`src/rtl/nor_chain_tester_if.sv`:
```
// Bus between the NOR-chain sweep engine and the chain/board it observes.
//
// Handshake: start is a one-cycle request that the tester takes only in IDLE or
// DONE (it is ignored while a sweep runs); done is a level-valid flag that qualifies
// table_g/err_count/first_err_idx/err and stays high until the next start is taken.
// dut_e/f/g are sampled as-is.
interface nor_chain_tester_if;
    logic        start;
    logic        dut_e;
    logic        dut_f;
    logic        dut_g;
    logic        vec_a;
    logic        vec_b;
    logic        vec_c;
    logic        vec_d;
    logic        busy;
    logic        done;
    logic [15:0] table_g;
    logic [4:0]  err_count;
    logic [3:0]  first_err_idx;
    logic        err;
    logic [1:0]  dbg_state;

    // Tester side: drives the chain inputs and reports the results.
    modport master (
        input  start, dut_e, dut_f, dut_g,
        output vec_a, vec_b, vec_c, vec_d, busy, done,
               table_g, err_count, first_err_idx, err, dbg_state
    );

    // Environment side: issues start and presents the chain outputs.
    modport slave (
        output start, dut_e, dut_f, dut_g,
        input  vec_a, vec_b, vec_c, vec_d, busy, done,
               table_g, err_count, first_err_idx, err, dbg_state
    );
endinterface

```
`src/rtl/nor_chain_tester.sv`:
```
// Sweep-and-check engine for the cascaded NOR chain E=~(A|B), F=~(E|C), G=~(F|D).
// Drives all 16 input vectors, holds each for SETTLE cycles (legal 1..15), samples
// E/F/G on the last cycle and compares them with a built-in reference.
module nor_chain_tester #(
    parameter int SETTLE = 2
) (
    input  logic              clk,
    input  logic              rst,
    nor_chain_tester_if.master bus
);
    typedef enum logic [1:0] {
        IDLE = 2'd0,
        RUN  = 2'd1,
        DONE = 2'd2
    } state_t;

    localparam logic [3:0] CNT_LAST = 4'(SETTLE - 1);

    state_t      state_q, state_d;
    logic [3:0]  idx_q, idx_d;
    logic [3:0]  cnt_q, cnt_d;
    logic [15:0] table_q, table_d;
    logic [4:0]  errs_q, errs_d;
    logic [3:0]  first_q, first_d;

    logic e_exp, f_exp, g_exp, mismatch;

    // Reference chain response for the vector currently driven, and the compare.
    always_comb begin
        e_exp    = ~(idx_q[3] | idx_q[2]);
        f_exp    = ~(e_exp | idx_q[1]);
        g_exp    = ~(f_exp | idx_q[0]);
        mismatch = (bus.dut_e != e_exp) || (bus.dut_f != f_exp) || (bus.dut_g != g_exp);
    end

    // State and result registers; reset aborts any sweep without keeping partial results.
    always_ff @(posedge clk or posedge rst) begin
        if (rst) begin
            state_q <= IDLE;
            idx_q   <= 4'd0;
            cnt_q   <= 4'd0;
            table_q <= 16'h0000;
            errs_q  <= 5'd0;
            first_q <= 4'd0;
        end else begin
            state_q <= state_d;
            idx_q   <= idx_d;
            cnt_q   <= cnt_d;
            table_q <= table_d;
            errs_q  <= errs_d;
            first_q <= first_d;
        end
    end

    // Next-state: start clears results, RUN steps vectors and records each sample.
    always_comb begin
        state_d = state_q;
        idx_d   = idx_q;
        cnt_d   = cnt_q;
        table_d = table_q;
        errs_d  = errs_q;
        first_d = first_q;
        unique case (state_q)
            IDLE, DONE: begin
                if (bus.start) begin
                    state_d = RUN;
                    idx_d   = 4'd0;
                    cnt_d   = 4'd0;
                    table_d = 16'h0000;
                    errs_d  = 5'd0;
                    first_d = 4'd0;
                end
            end
            RUN: begin
                if (cnt_q == CNT_LAST) begin
                    table_d[idx_q] = bus.dut_g;
                    if (mismatch) begin
                        // At most 16 increments from zero, so no wrap is possible.
                        errs_d = errs_q + 5'd1;
                        if (errs_q == 5'd0) begin
                            first_d = idx_q;
                        end
                    end
                    cnt_d = 4'd0;
                    if (idx_q == 4'd15) begin
                        state_d = DONE;
                    end else begin
                        idx_d = idx_q + 4'd1;
                    end
                end else begin
                    cnt_d = cnt_q + 4'd1;
                end
            end
            default: state_d = IDLE;
        endcase
    end

    // Chain inputs are only driven during a sweep.
    assign bus.vec_a         = (state_q == RUN) & idx_q[3];
    assign bus.vec_b         = (state_q == RUN) & idx_q[2];
    assign bus.vec_c         = (state_q == RUN) & idx_q[1];
    assign bus.vec_d         = (state_q == RUN) & idx_q[0];
    assign bus.busy          = (state_q == RUN);
    assign bus.done          = (state_q == DONE);
    assign bus.table_g       = table_q;
    assign bus.err_count     = errs_q;
    assign bus.first_err_idx = first_q;
    assign bus.err           = (errs_q != 5'd0);
    assign bus.dbg_state     = state_q;
endmodule

```
`src/flat_wrapper.sv`:
```
// flat-port wrapper written by rule: the top's interface ports become plain ports
module nor_chain_tester_flat 
#(
    parameter int SETTLE = 2
)
  (clk, rst, bus_start, bus_dut_e, bus_dut_f, bus_dut_g, bus_vec_a, bus_vec_b, bus_vec_c, bus_vec_d, bus_busy, bus_done, bus_table_g, bus_err_count, bus_first_err_idx, bus_err, bus_dbg_state);
  nor_chain_tester_if bus_i ();
  input  logic clk;
  input  logic rst;
  input wire logic [$bits(bus_i.start)-1:0] bus_start;
  input wire logic [$bits(bus_i.dut_e)-1:0] bus_dut_e;
  input wire logic [$bits(bus_i.dut_f)-1:0] bus_dut_f;
  input wire logic [$bits(bus_i.dut_g)-1:0] bus_dut_g;
  output wire logic [$bits(bus_i.vec_a)-1:0] bus_vec_a;
  output wire logic [$bits(bus_i.vec_b)-1:0] bus_vec_b;
  output wire logic [$bits(bus_i.vec_c)-1:0] bus_vec_c;
  output wire logic [$bits(bus_i.vec_d)-1:0] bus_vec_d;
  output wire logic [$bits(bus_i.busy)-1:0] bus_busy;
  output wire logic [$bits(bus_i.done)-1:0] bus_done;
  output wire logic [$bits(bus_i.table_g)-1:0] bus_table_g;
  output wire logic [$bits(bus_i.err_count)-1:0] bus_err_count;
  output wire logic [$bits(bus_i.first_err_idx)-1:0] bus_first_err_idx;
  output wire logic [$bits(bus_i.err)-1:0] bus_err;
  output wire logic [$bits(bus_i.dbg_state)-1:0] bus_dbg_state;
  assign bus_i.start = bus_start;
  assign bus_i.dut_e = bus_dut_e;
  assign bus_i.dut_f = bus_dut_f;
  assign bus_i.dut_g = bus_dut_g;
  assign bus_vec_a = bus_i.vec_a;
  assign bus_vec_b = bus_i.vec_b;
  assign bus_vec_c = bus_i.vec_c;
  assign bus_vec_d = bus_i.vec_d;
  assign bus_busy = bus_i.busy;
  assign bus_done = bus_i.done;
  assign bus_table_g = bus_i.table_g;
  assign bus_err_count = bus_i.err_count;
  assign bus_first_err_idx = bus_i.first_err_idx;
  assign bus_err = bus_i.err;
  assign bus_dbg_state = bus_i.dbg_state;
  nor_chain_tester #(.SETTLE(SETTLE)) u_core (.clk(clk), .rst(rst), .bus(bus_i));
endmodule
```
`config.mk`:
```
export PLATFORM = sky130hd
export DESIGN_NAME = nor_chain_tester_flat
export DESIGN_NICKNAME = d
export VERILOG_FILES = /design/src/rtl/nor_chain_tester_if.sv /design/src/rtl/nor_chain_tester.sv /design/src/flat_wrapper.sv
export SDC_FILE = /design/constraint.sdc
export NUM_CORES = 1
export LEC_CHECK = 0
export ABC_AREA = 1
export CORE_MARGIN = 10
export CORE_UTILIZATION = 50
export CTS_BUF_LIST = sky130_fd_sc_hd__clkbuf_4 sky130_fd_sc_hd__clkbuf_8 sky130_fd_sc_hd__clkbuf_16
export DETAILED_ROUTE_END_ITERATION = 10
export GPL_TIMING_DRIVEN = 0
export PLACE_DENSITY = 0.78
export SYNTH_ARGS = -nofsm -noshare
export SYNTH_HDL_FRONTEND = slang
export SYNTH_SLANG_ARGS = --single-unit
```
`constraint.sdc`:
```
create_clock -name clk -period 3.5 [get_ports clk]
set_clock_uncertainty 0.05 [all_clocks]
set_input_delay 0.525 -clock clk [delete_from_list [all_inputs] [get_ports clk]]
set_output_delay 0.525 -clock clk [all_outputs]
set_load 0.02 [all_outputs]
```
==> impl_summary.txt <==
----------------------------------------------------
[Routing]
  Met2 wire len ... roughly 2200 um
  Routed length per placed instance ... between 10 and 15 um
  Met3 wire len ... approximately 320 um
  Detailed-routing wirelength on met1 ... ~2100 um
  Via total after detailed routing ... 1744
  Highest Signal Layer ... met4
  Mean number of vias per cell ... about 5.1
  DRC violations left ... 0
  Remaining antenna violation count ... 0
  Total wire length ... about 4700 um
  Iteration count of the initial detailed-routing pass ... 4
  Number of DRC markers after the initial detailed-route iteration ... 110

[Clock network]
  Clock sink count ... 35
  Total CTS buffers ... 5
  Clock buffer depth ... 2
  CTS tree ... built
  Clk_lat worst skew ... around 0.29 ns
  Post-CTS Setup Bufs ... 0
  Clock root buffer master ... sky130_fd_sc_hd__clkbuf_8
  Clock transition at the registers of the reported paths ... about 0.070 ns
  Cts repair resizes ... 0
  Number of H-tree levels ... 2
  Hold_buf cts ... 0

[Timing]
  Number of setup violations in the final report ... 0
  Total negative slack for setup checks ... 0 ns
  Final Max Tran Viols ... 0
  Worst slew margin ... 0.514
  Setup repair after global routing missed its margin ... no
  Hold Violations, Final ... 0
  Post-route clock period utilization ... 0.775
  Least-Margin Pin Slew ... 0.728 ns
  Peak Freq ... about 370 MHz
  Final critical path time including I/O delays and setup ... 2.71 ns

[Run status]
  Outcome ... complete, no violations

[Global routing]
  Number of antenna violations at the first check in global routing ... 0
  Overflow left after global routing ... 0
  Total routing usage reported by global routing ... 0.145
  Vias in the first global route ... around 1800
  Largest net degree at the start of global routing ... 36
  First-pass GRT wire length ... roughly 8500 um

[Logic synthesis]
  Post-Syn Area per Cell ... ~8.1 sq um
  Number of nets produced by synthesis ... 260
  Cells after Synth ... between 200 and 250
  Dominant synthesized flop cell ... sky130_fd_sc_hd__dfrtp_1
  Total standard cell area after synthesis ... about 2000 sq um
  Number of unique standard cell types used by synthesis ... 29
  Post-synthesis async set-or-reset flop share ... 1.00
  Number of enable flip-flop cells after synthesis ... 0
  Area share of the leading cell type in the synthesized netlist ... 0.438
  Register bit total from synthesis ... 35
  Top post-synthesis cells by count ... sky130_fd_sc_hd__nand2_1 (47), sky130_fd_sc_hd__inv_1 (37), sky130_fd_sc_hd__dfrtp_1 (35)
  Number of warnings issued by yosys ... 0
  Sequential share of the synthesized area ... 0.438
  Most frequent cell after synthesis ... sky130_fd_sc_hd__nand2_1
  Leading cell types by total area after synthesis ... sky130_fd_sc_hd__dfrtp_1 (44%), sky130_fd_sc_hd__nand2_1 (8.8%), sky130_fd_sc_hd__inv_1 (6.9%), sky130_fd_sc_hd__o21ai_0 (6.3%), sky130_fd_sc_hd__ha_1 (5.0%)
  Dominant cell type by area after synthesis ... sky130_fd_sc_hd__dfrtp_1

[Floorplanning]
  Initial standard-cell utilization of the core ... 0.531
  Die outline area ... between 6000 and 7000 sq um
  Std-Cell Rows ... 22
  Die X-Extent ... 83.3 um
  Chip height ... about 83 um
  IO Pins ... 40
  Area of the core region ... approximately 3800 sq um

[Power and ir drop]
  Static leakage ... 1.14 nW
  Largest voltage drop on the vdd net ... between 0.4 and 0.5 mV
  Power density relative to cell area ... just under 800 nW/um^2

[Layout]
  Post-layout instance area ... about 2500 sq um
  Ratio of cells with drive above 1 in the final layout ... 0.130
  Fill cell total of the finished layout ... 321
  Layout overhead on the synthesized area ... 26.9%
  ANT cells ... 0
  Number of nets in the layout ... approximately 310

[Job]
  Max Cap Violations ... 0

[Setup path]
  Signal arrival time at the worst endpoint ... ~2.1 ns
  Worst Setup Start Kind ... flop
  Critical Path Sink Type ... output port
  Crit path required time ... slightly below 3 ns
  Worst Path Class, Setup ... flop to output port
  Crit path max fanout ... 6

[Placement]
  Area of placed instances ... about 2500 sq um
  Global placer's final weighted congestion ... roughly 0.85
  Half-perimeter wire length after detailed placement ... ~3500 um
  PortBufs ... 39

[Min path]
  Worst hold-check path type ... flop to flop

----------------------------------------------------
## per-layer routing
layer | vias to the layer above | global-route usage
li1 | 877 | -
met1 | 821 | 0.166
met2 | 40 | 0.235
met3 | 6 | 0.0576
met4 | 0 | 0.0569
met5 | - | 0
## stage by stage
stage	worst slack, ns	total power [mW]	hold slack [ns]	utilization	std cells
after global routing	0.601	2.14	0.451	0.674	341
after CTS	0.770	1.97	0.438	0.674	341
after floorplan	1.58	1.32	0.428	-	246
after detailed placement	1.09	1.67	0.423	0.650	333
after global placement	1.12	1.65	0.418	0.650	333
final	0.789	1.96	0.433	0.674	341
## registers in the layout, summed over array words and instances (netlist names)
signal                    cells
u_core.bus.table_g           16
u_core.idx_q                  4
u_core.bus.err_count          5
u_core.bus.first_err_idx      4
u_core.bus.dbg_state          2
u_core.cnt_q                  4
## layout by cell type (no fill, tap or decap), drive strengths merged, types with 2 or more instances in the layout
master          n
nand2          51
or2             2
nand4           5
xor2            2
o22ai           5
nor2           27
dfrtp          35
clkdlybuf4s50  39
clkbuf          8
nand3          18
inv            41
ha              8
buf             5
o21ai          36
a21oi           6
## critical path: stages, from the launching register on
cell and delay (ns):
sky130_fd_sc_hd__dfrtp_1 0.43, sky130_fd_sc_hd__inv_1 0.10, sky130_fd_sc_hd__ha_1 0.16, sky130_fd_sc_hd__nand2_1 0.05, sky130_fd_sc_hd__nor3_1 0.45, sky130_fd_sc_hd__inv_1 0.09, sky130_fd_sc_hd__clkdlybuf4s50_1 0.56
## cells by family (layout without fill, tap and decap cells)
| logic type | after synthesis | after routing | share of synthesized area |
|---|---|---|---|
| xor+xnor | 2 | 2 | 0.00875 |
| flops | 35 | 35 | 0.438 |
| simple gates | 105 | 105 | 0.245 |
| compound gates | 49 | 49 | 0.154 |
| fa+ha+maj | 8 | 8 | 0.0500 |
| buf+inv | 47 | 94 | 0.105 |
## power by group
part	switching [mW]	internal, mW	leakage, nW
sequential	0.0825	0.485	0.478
combinational	0.698	0.402	0.610
clock	0.141	0.155	0.0491
## layout make-up
class / instances / area, sq um / area share
buffer: 6 / 53.8 / 0.0212
timing repair buffer: 39 / 390 / 0.154
clock inverter: 1 / 5.00 / 0.00197
inverter: 41 / 156 / 0.0615
tap: 48 / 60.1 / 0.0236
sequential: 35 / 876 / 0.345
multi-input combinational: 164 / 916 / 0.360
clock buffer: 7 / 83.8 / 0.0330
## final timing paths
kind	from	endpoint	slack [ns]	cells past startpoint
worst max-delay path	u_core.bus.err_count[0]$_DFFE_PP0P_	bus_err	0.79	6
worst min-delay path	u_core.bus.table_g[9]$_DFFE_PP0P_	u_core.bus.table_g[9]$_DFFE_PP0P_	0.43	2
worst max register to register	u_core.bus.err_count[0]$_DFFE_PP0P_	u_core.bus.first_err_idx[0]$_DFFE_PP0P_	1.70	7
worst min register to register	u_core.bus.table_g[9]$_DFFE_PP0P_	u_core.bus.table_g[9]$_DFFE_PP0P_	0.43	2
max in group asynchronous	rst	u_core.bus.table_g[8]$_DFFE_PP0P_	2.31	2
min in group asynchronous	rst	u_core.bus.err_count[4]$_DFFE_PP0P_	0.62	2
Note: power is estimated with default switching activity, not from simulation.
